### src/rtl/hello_seq_ctrl.sv
// hello_seq_ctrl: switch sync/debounce, prescaled tick and
// letter sequencer feeding the HELLO segment decoder.
module hello_seq_ctrl #(
  parameter int DB_CYCLES = 1024,
  parameter int PRESC_W   = 16,
  parameter int MSG_LEN   = 5,
  parameter int GAP_TICKS = 2
) (
  input  logic       clk,
  input  logic       rst_n,
  input  logic [6:0] sw_raw,
  output logic [6:0] sw_clean,
  output logic       tick,
  output logic [2:0] letter_idx,
  output logic       letter_en,
  output logic       dp
);

  localparam int CW = $clog2(DB_CYCLES);
  localparam int GW = $clog2(GAP_TICKS + 1);
  localparam logic [CW-1:0] CNT_MAX = CW'(DB_CYCLES - 1);
  localparam logic [2:0]    LAST    = 3'(MSG_LEN - 1);
  localparam logic [GW-1:0] GAP_END = GW'(GAP_TICKS - 1);

  typedef enum logic {DB_STABLE, DB_SETTLE} db_t;
  typedef enum logic [1:0] {HOLD, SHOW, GAP} seq_t;

  db_t           db_q, db_d;
  logic [6:0]    s1, s2, sync_d, clean_d;
  logic [CW-1:0] cnt_q, cnt_d;

  logic [PRESC_W-1:0] presc, mask;
  logic [3:0]         rate;
  logic               tick_d;

  seq_t          st_q, st_d;
  logic [GW-1:0] gap_q, gap_d;
  logic [2:0]    idx_d, hold_idx;
  logic          en_d, dp_d, hold_en, run;

  assign rate     = sw_clean[3:0];
  assign run      = sw_clean[6];
  assign hold_en  = {1'b0, sw_clean[2:0]} < 4'(MSG_LEN);
  assign hold_idx = hold_en ? sw_clean[2:0] : 3'd0;

  always_comb begin
    db_d    = db_q;
    cnt_d   = cnt_q;
    clean_d = sw_clean;
    unique case (db_q)
      DB_STABLE: begin
        cnt_d = '0;
        if (s2 != sw_clean) db_d = DB_SETTLE;
      end
      DB_SETTLE: begin
        if (s2 == sw_clean) begin
          db_d  = DB_STABLE;
          cnt_d = '0;
        end else if (s2 != sync_d) begin
          cnt_d = '0;
        end else if (cnt_q == CNT_MAX) begin
          clean_d = s2;
          cnt_d   = '0;
          db_d    = DB_STABLE;
        end else begin
          cnt_d = cnt_q + CW'(1);
        end
      end
    endcase
  end

  // low rate_sel+1 bits all ones -> tick next cycle
  always_comb begin
    mask = '0;
    for (int i = 0; i < PRESC_W; i++)
      mask[i] = (i <= int'(rate));
    tick_d = &(presc | ~mask);
  end

  always_comb begin
    st_d  = st_q;
    gap_d = gap_q;
    idx_d = letter_idx;
    en_d  = letter_en;
    dp_d  = dp;
    unique case (st_q)
      HOLD: begin
        dp_d = 1'b0;
        if (run) begin
          st_d  = SHOW;
          idx_d = '0;
          en_d  = 1'b1;
        end else begin
          idx_d = hold_idx;
          en_d  = hold_en;
        end
      end
      SHOW, GAP: begin
        if (!run) begin
          st_d  = HOLD;
          idx_d = hold_idx;
          en_d  = hold_en;
          dp_d  = 1'b0;
        end else if (tick) begin
          dp_d = ~dp;
          if (st_q == SHOW) begin
            if (letter_idx < LAST) begin
              idx_d = letter_idx + 3'd1;
            end else begin
              st_d  = GAP;
              gap_d = '0;
              en_d  = 1'b0;
            end
          end else if (gap_q == GAP_END) begin
            st_d  = SHOW;
            idx_d = '0;
            en_d  = 1'b1;
          end else begin
            gap_d = gap_q + GW'(1);
          end
        end
      end
      default: st_d = HOLD;
    endcase
  end

  always_ff @(posedge clk or negedge rst_n) begin
    if (!rst_n) begin
      s1         <= '0;
      s2         <= '0;
      sync_d     <= '0;
      sw_clean   <= '0;
      cnt_q      <= '0;
      db_q       <= DB_STABLE;
      presc      <= '0;
      tick       <= 1'b0;
      st_q       <= HOLD;
      gap_q      <= '0;
      letter_idx <= '0;
      letter_en  <= 1'b0;
      dp         <= 1'b0;
    end else begin
      s1         <= sw_raw;
      s2         <= s1;
      sync_d     <= s2;
      sw_clean   <= clean_d;
      cnt_q      <= cnt_d;
      db_q       <= db_d;
      presc      <= presc + PRESC_W'(1);
      tick       <= tick_d;
      st_q       <= st_d;
      gap_q      <= gap_d;
      letter_idx <= idx_d;
      letter_en  <= en_d;
      dp         <= dp_d;
    end
  end

endmodule

### config.mk
export PLATFORM = sky130hd
export DESIGN_NAME = hello_seq_ctrl
export DESIGN_NICKNAME = d
export VERILOG_FILES = /design/src/rtl/hello_seq_ctrl.sv
export SDC_FILE = /design/constraint.sdc
export NUM_CORES = 1
export LEC_CHECK = 0
export BUFFER_PORTS_ARGS = -buffer_cell sky130_fd_sc_hd__buf_2
export CAP_MARGIN = 20
export CELL_PAD_IN_SITES_DETAIL_PLACEMENT = 1
export CELL_PAD_IN_SITES_GLOBAL_PLACEMENT = 2
export CORE_UTILIZATION = 25
export CTS_BUF_LIST = sky130_fd_sc_hd__clkbuf_8
export DETAILED_ROUTE_END_ITERATION = 6
export GPL_TIMING_DRIVEN = 0
export PLACE_DENSITY = 0.53
export SYNTH_ARGS = -nofsm -noshare
export SYNTH_HDL_FRONTEND = slang
export SYNTH_SLANG_ARGS = --single-unit
### constraint.sdc
create_clock -name clk -period 3.78 [get_ports clk]
set_clock_uncertainty 0.15 [all_clocks]
set_input_delay 0.378 -clock clk [delete_from_list [all_inputs] [get_ports clk]]
set_output_delay 0.378 -clock clk [all_outputs]
set_load 0.05 [all_outputs]
==> impl_metrics.env, run 1 <==
export IMPL_status="finished with violations"
export IMPL_violations="negative hold slack"
export IMPL_grt_usage_pct=11.7
export IMPL_drt_pass1_iterations=4
export IMPL_synth_xor_area_share_pct=11.2
export IMPL_crit_arrival_ps=2170
export IMPL_yosys_warnings=0
export IMPL_cap_viol_max_count=0
export IMPL_final_setup_viol_count=0
export IMPL_final_layout_size_suffix_gt1_share_pct=19.7
export IMPL_yosys_area_share_simple_pct=13.6
export IMPL_required_ps=3860
export IMPL_regArea_sq_mm=0.00163
export IMPL_relSlewSlack_pct=43.0
export IMPL_dp_cells=407
export IMPL_syn_area_sq_mm=0.00288
export IMPL_synth_commonest_cells="dfrtp_1, xnor2_1, nor2_1, xor2_1"
export IMPL_yosysUniqueCellTypes=36
export IMPL_max_stage_delay_ps=520
export IMPL_cts_buffers=9
export IMPL_synth_top_family_by_area="simple AND/OR/NAND/NOR gates"
export IMPL_holdWs_ps=-12.7
export IMPL_core_area_sq_mm=0.0110
export IMPL_tns_ps=0
export IMPL_dr_first_iter_drc_count=90
export IMPL_maxSlewViolCount=0
export IMPL_vdd_ir_drop_max_v=0.000184
export IMPL_endpoint_kind="flip-flop"
export IMPL_r2r_slack_ps=1690
export IMPL_synth_edff_count=0
export IMPL_io_pins=22
export IMPL_crit_type="reg2reg"
export IMPL_htreeDepth=3
export IMPL_rsz0062_at_grt="false"
export IMPL_syn_inst=246
export IMPL_max_freq_ghz=0.478
export IMPL_async_reset_ff_share_pct=100
export IMPL_synth_mux_area_share_pct=4.43
export IMPL_routed_via_density=4.41
export IMPL_path_cells="inv_1 > ha_1 > o21ai_0 > a31oi_1 > o21ai_0 > nand2_1 > o21ai_0"
export IMPL_synth_most_common_cell="dfrtp_1"
export IMPL_multiInputGateArea_sq_mm=0.00117
export IMPL_drc_errors=0
export IMPL_synth_compound_area_share_pct=8.46
export IMPL_cts_tree="done"
export IMPL_via_count=1895
export IMPL_cp_start_kind="flip-flop"
export IMPL_finalWirelength_um=6090
export IMPL_p_leak_uw=0.00153
export IMPL_die_height_um=109
export IMPL_clk_pin_slew_ps=80
export IMPL_worst_pin_slew_ps=855
export IMPL_grt_max_degree=66
export IMPL_grt_pass1_wl_um=10300
export IMPL_ys_top_cells_by_area="dfrtp_1, xnor2_1, xor2_1"
export IMPL_synth_top_cell_area_share_pct=56.4
export IMPL_cp_buffers_inverters=1
export IMPL_yosys_area_share_adder_pct=3.04
export IMPL_final_cell_count_no_fill=430
export IMPL_synthToLayoutAreaGrowth_pct=19.3
export IMPL_fillers=1263
export IMPL_synth_seq_area_share_pct=56.4
export IMPL_fin_crit_sh_pct=55.4
export IMPL_yosysTopAreaCell="dfrtp_1"
export IMPL_initial_core_util_pct=26.1
export IMPL_antenna_left=0
export IMPL_routedWlPerCell_um=14.2
export IMPL_ys_ff_latch=65
export IMPL_dieArea_sq_mm=0.0120
export IMPL_antenna_found_initial=0
export IMPL_period_needed_ps=2090
export IMPL_p_per_area_mw_per_mm2=398
export IMPL_cts_root_buffer="clkbuf_8"
export IMPL_critical_path_top_delay_family="compound AO/OA/AOI/OAI gates"
export IMPL_crit_path_start="st_q[1]$_DFFE_PN0P_"
export IMPL_synth_net_count=262
export IMPL_portBuffers=21
export IMPL_crit_fanout=8
export IMPL_cts_setup_buffers=0
export IMPL_layout_nets=301
export IMPL_insertion_delay_ps=350
export IMPL_path_common_cell="o21ai_0"
export IMPL_num_rows=38
export IMPL_clock_sinks=65
export IMPL_syn_avg_cell_area_sq_um=11.7
export IMPL_antenna_cells=0
export IMPL_dp_hpwl_um=4060
export IMPL_slowest_stage="a31oi_1"
export IMPL_synth_ff_type="dfrtp_1"
export IMPL_hp_class="in2async"
export IMPL_hold_viol=17
export IMPL_die_w_um=109
export IMPL_grt_ovfl_total=0
export IMPL_cts_max_path_buffers=2
export IMPL_gp_congestion=0.678
export IMPL_grt_pass1_vias=2001
export IMPL_reg2reg_from="st_q[1]$_DFFE_PN0P_"
layout by cell type, fill, tap and decap left out, types with 4 or more instances in the layout:
master and instances:
dfrtp_1 65, xnor2_1 21, nor2_1 20, buf_2 20, xor2_1 16, nand2_1 15, o21ai_0 15, nand3_1 14
inv_1 12, clkbuf_8 9, nand4_1 8, mux2_4 7, ha_1 7, dlygate4sd3_1 7, a21oi_1 6, and4_1 4
nor3_1 4
metrics by stage:
stage	area [sq um]	utilization, %	hold slack, ps	power, uW	setup WS [ps]
3_3_place_gp	3160	28.7	182	763	1650
3_5_place_dp	3170	28.7	186	765	1670
2_1_floorplan	2880	-	-67.6	740	1720
5_1_grt	3440	31.2	49.1	1430	1410
6_report	3440	31.2	-12.7	1370	1690
4_1_cts	3440	31.2	21.1	1400	1620
path summary, 6_finish.rpt:
check,end,cells after the start
hold reg to reg,s2[5]$_DFF_PN0_,0
hold / removal,gap_q[0]$_DFFE_PN0P_,1
setup reg to reg,letter_en$_DFFE_PN0P_,7
min in group clk,s2[5]$_DFF_PN0_,0
setup / recovery,letter_en$_DFFE_PN0P_,7
max in group asynchronous,sw_clean[0]$_DFFE_PN0P_,1
cell type report:
| cell class | instances | share of cell area [%] |
|---|---|---|
| plain buffers | 4 | 1.09 |
| clock buffers | 9 | 3.60 |
| clock inverters | 7 | 2.29 |
| inverters | 12 | 1.31 |
| multi-input cells | 165 | 34.2 |
| flip-flops and latches | 65 | 47.3 |
| well taps | 140 | 5.09 |
| repair buffers | 28 | 5.17 |
metal layers:
metal,vias to the layer above,part of all wire [%],track usage [%]
li1,945,-,-
met1,918,51,16.2
met2,25,44,16.7
met3,7,3.3,3.14
met4,0,1.5,5.71
met5,-,0,0
state kept, by name (all words and copies together), names as in the netlist:
name / cells
letter_en: 1
s1: 7
sync_d: 7
s2: 7
gap_q: 2
presc: 16
letter_idx: 3
sw_clean: 7
tick: 1
cnt_q: 10
st_q: 2
db_q: 1
dp: 1
repair_timing:
item | CTS | global route
hold buffers | 7 | 0
endpoints found under the hold margin | 7 | 0
gates resized for setup | 0 | 0
endpoints found under the setup margin | 0 | 0
kinds of logic (layout without fill, tap and decap cells):
group	count (synthesis)	count (layout)
XOR/XNOR	37	37
adder cells (fa/ha/maj)	7	7
AND/OR/NAND/NOR	74	74
multiplexers	9	9
flip-flops	65	65
buffers and inverters	16	60
AO/OA/AOI/OAI	38	38
power by group:
group          internal [uW]  total [uW]  switching, uW
sequential               706         714           8.07
clock                    311         615            304
combinational           16.2        40.0           23.8
Note: power is estimated with default switching activity, not from simulation.
==> run 2, diff against run 1 <==
Clock period 3.78 ns to 2.18 ns, I/O delays scaled along.
==> run 2 against run 1 <==
Against the previous run:
- the run now ends clean
- combinational power increased by 77%
- clock-buffer cell count unchanged
- non-clock buffer count increased by 1
- critical path depth decreased by 2
- die area unchanged
- cell area increased by 0.47%
- register-to-register slack got worse by 1500 ps
- maximum frequency increased by 5.3%
- global-route usage about the same
- sequential cell count unchanged
- sequential power increased by 74%
- clock power increased by 74%
- highest routed layer unchanged
==> impl_metrics.env, run 2 (synthesis results as in run 1) <==
export IMPL_status="complete, no violations"
export IMPL_p_leak_uw=0.00154
export IMPL_finalWirelength_um=6110
export IMPL_reg2reg_from="cnt_q[0]$_DFF_PN0_"
export IMPL_endpoint_kind="flip-flop"
export IMPL_cap_viol_max_count=0
export IMPL_p_int_uw=1790
export IMPL_hp_class="reg2reg"
export IMPL_p_seq_share_pct=52.1
export IMPL_gp_congestion=0.678
export IMPL_dr_first_iter_drc_count=80
export IMPL_grt_ovfl_total=0
export IMPL_p_clk_share_pct=45.0
export IMPL_crit_arrival_ps=2070
export IMPL_largest_register="presc"
export IMPL_hp_start="s1[5]$_DFF_PN0_"
export IMPL_p_per_area_mw_per_mm2=688
export IMPL_final_common_cell="dfrtp_1"
export IMPL_switchingPower_uw=585
export IMPL_final_layout_size_suffix_gt1_share_pct=19.9
export IMPL_mostFrequentLayoutCells="dfrtp_1, xnor2_1, nor2_1, buf_2, xor2_1"
export IMPL_cts_root_buffer="clkbuf_8"
export IMPL_htreeDepth=3
export IMPL_die_w_um=109
export IMPL_final_setup_viol_count=0
export IMPL_dieArea_sq_mm=0.0120
export IMPL_utilization_pct=31.3
export IMPL_cts_max_path_buffers=2
export IMPL_required_ps=2270
export IMPL_antenna_cells=0
export IMPL_drc_errors=0
export IMPL_fin_crit_sh_pct=91.2
export IMPL_clock_sinks=65
export IMPL_clk_pin_slew_ps=80
export IMPL_pwr_share_comb_pct=3.0
export IMPL_max_freq_ghz=0.503
export IMPL_core_area_sq_mm=0.0110
export IMPL_grt_pass1_vias=2007
export IMPL_crit_fanout=7
export IMPL_grt_pass1_wl_um=10400
export IMPL_rsz0062_at_grt="false"
export IMPL_cts_tree="done"
export IMPL_layout_nets=302
export IMPL_routedWlPerCell_um=14.2
export IMPL_drt_pass1_iterations=4
export IMPL_portBuffers=21
export IMPL_hold_viol=0
export IMPL_crit_path_start="cnt_q[0]$_DFF_PN0_"
export IMPL_antenna_found_initial=0
export IMPL_initial_core_util_pct=26.1
export IMPL_insertion_delay_ps=350
export IMPL_die_height_um=109
export IMPL_cp_start_kind="flip-flop"
export IMPL_grt_usage_pct=11.7
export IMPL_period_needed_ps=1990
export IMPL_via_count=1905
export IMPL_holdWs_ps=203
export IMPL_top_regs="presc x16, cnt_q x10"
export IMPL_synthToLayoutAreaGrowth_pct=19.8
export IMPL_vdd_ir_drop_max_v=0.000319
export IMPL_dp_hpwl_um=4060
export IMPL_cts_buffers=9
export IMPL_io_pins=22
export IMPL_antenna_left=0
export IMPL_crit_type="reg2reg"
export IMPL_relSlewSlack_pct=42.9
export IMPL_worst_pin_slew_ps=856
export IMPL_p_sw_share_pct=24.6
export IMPL_maxSlewViolCount=0
export IMPL_tns_ps=0
export IMPL_largest_reg_flops=16
export IMPL_num_rows=38
export IMPL_grt_max_degree=66
export IMPL_routed_via_density=4.42
export IMPL_total_power_uw=2380
[run 2: changes by cell type in the layout (fill, tap and decap cells not counted)]
cell	delta
dlygate4sd3_1	+1
a31oi_2	+1
a31oi_1	-1
[run 2: timing repair]
item                       CTS  global route
resized for setup            0             1
hold buffers                 8             0
buffers inserted             0             0
hold endpoints to repair    72             0
setup endpoints to repair    0             4
[run 2: worst paths after layout]
path | to | cells after the start | slack, ps
hold reg to reg | s2[5]$_DFF_PN0_ | 0 | 200
setup / recovery | sw_clean[0]$_DFFE_PN0P_ | 5 | 190
hold / removal | s2[5]$_DFF_PN0_ | 0 | 200
min in group asynchronous | gap_q[0]$_DFFE_PN0P_ | 2 | 370
setup reg to reg | sw_clean[0]$_DFFE_PN0P_ | 5 | 190
max in group asynchronous | sw_clean[0]$_DFFE_PN0P_ | 2 | 960
[run 2: per-layer routing]
layer	up-vias	global-route usage [%]	part of all wire, %
met5	-	0	0
met1	931	16.2	51
met2	24	16.7	44
li1	941	-	-
met3	9	3.14	3.4
met4	0	5.71	1.8
[run 2: area by class of cell]
cell class | instances | area (sq um)
Fill cell | 1266 | 7570
Sequential cell | 65 | 1630
Multi-Input combinational cell | 165 | 1180
Timing Repair Buffer | 29 | 188
Tap cell | 140 | 175
Clock buffer | 9 | 124
Clock inverter | 7 | 78.8
Inverter | 12 | 45.0
Buffer | 4 | 37.5
[run 2: critical path, cell delays in order, from the launching register on]
cell and delay [ps]:
dfrtp_1 420, ha_1 230, and4_1 260, and3_1 270, nand3_4 200, mux2_4 340
[run 2: per-stage QoR]
step / setup slack, ps / cell area (sq um) / cells
6_report: 193 / 3460 / 431
3_5_place_dp: 66.3 / 3170 / 407
3_3_place_gp: 46.1 / 3160 / 407
5_1_grt: 54.0 / 3460 / 431
4_1_cts: 15.3 / 3450 / 431
2_1_floorplan: 122 / 2880 / 246
[run 2: power groups by stage]
| stage | sequential [uW] | clock, uW | combinational (uW) |
|---|---|---|---|
| floorplan | 1260 | 0 | 24.0 |
| global placement | 1260 | 0 | 61.3 |
| detailed placement | 1260 | 0 | 63.0 |
| CTS | 1240 | 1110 | 74.0 |
| global route | 1240 | 1150 | 80.3 |
| finish | 1240 | 1070 | 70.8 |
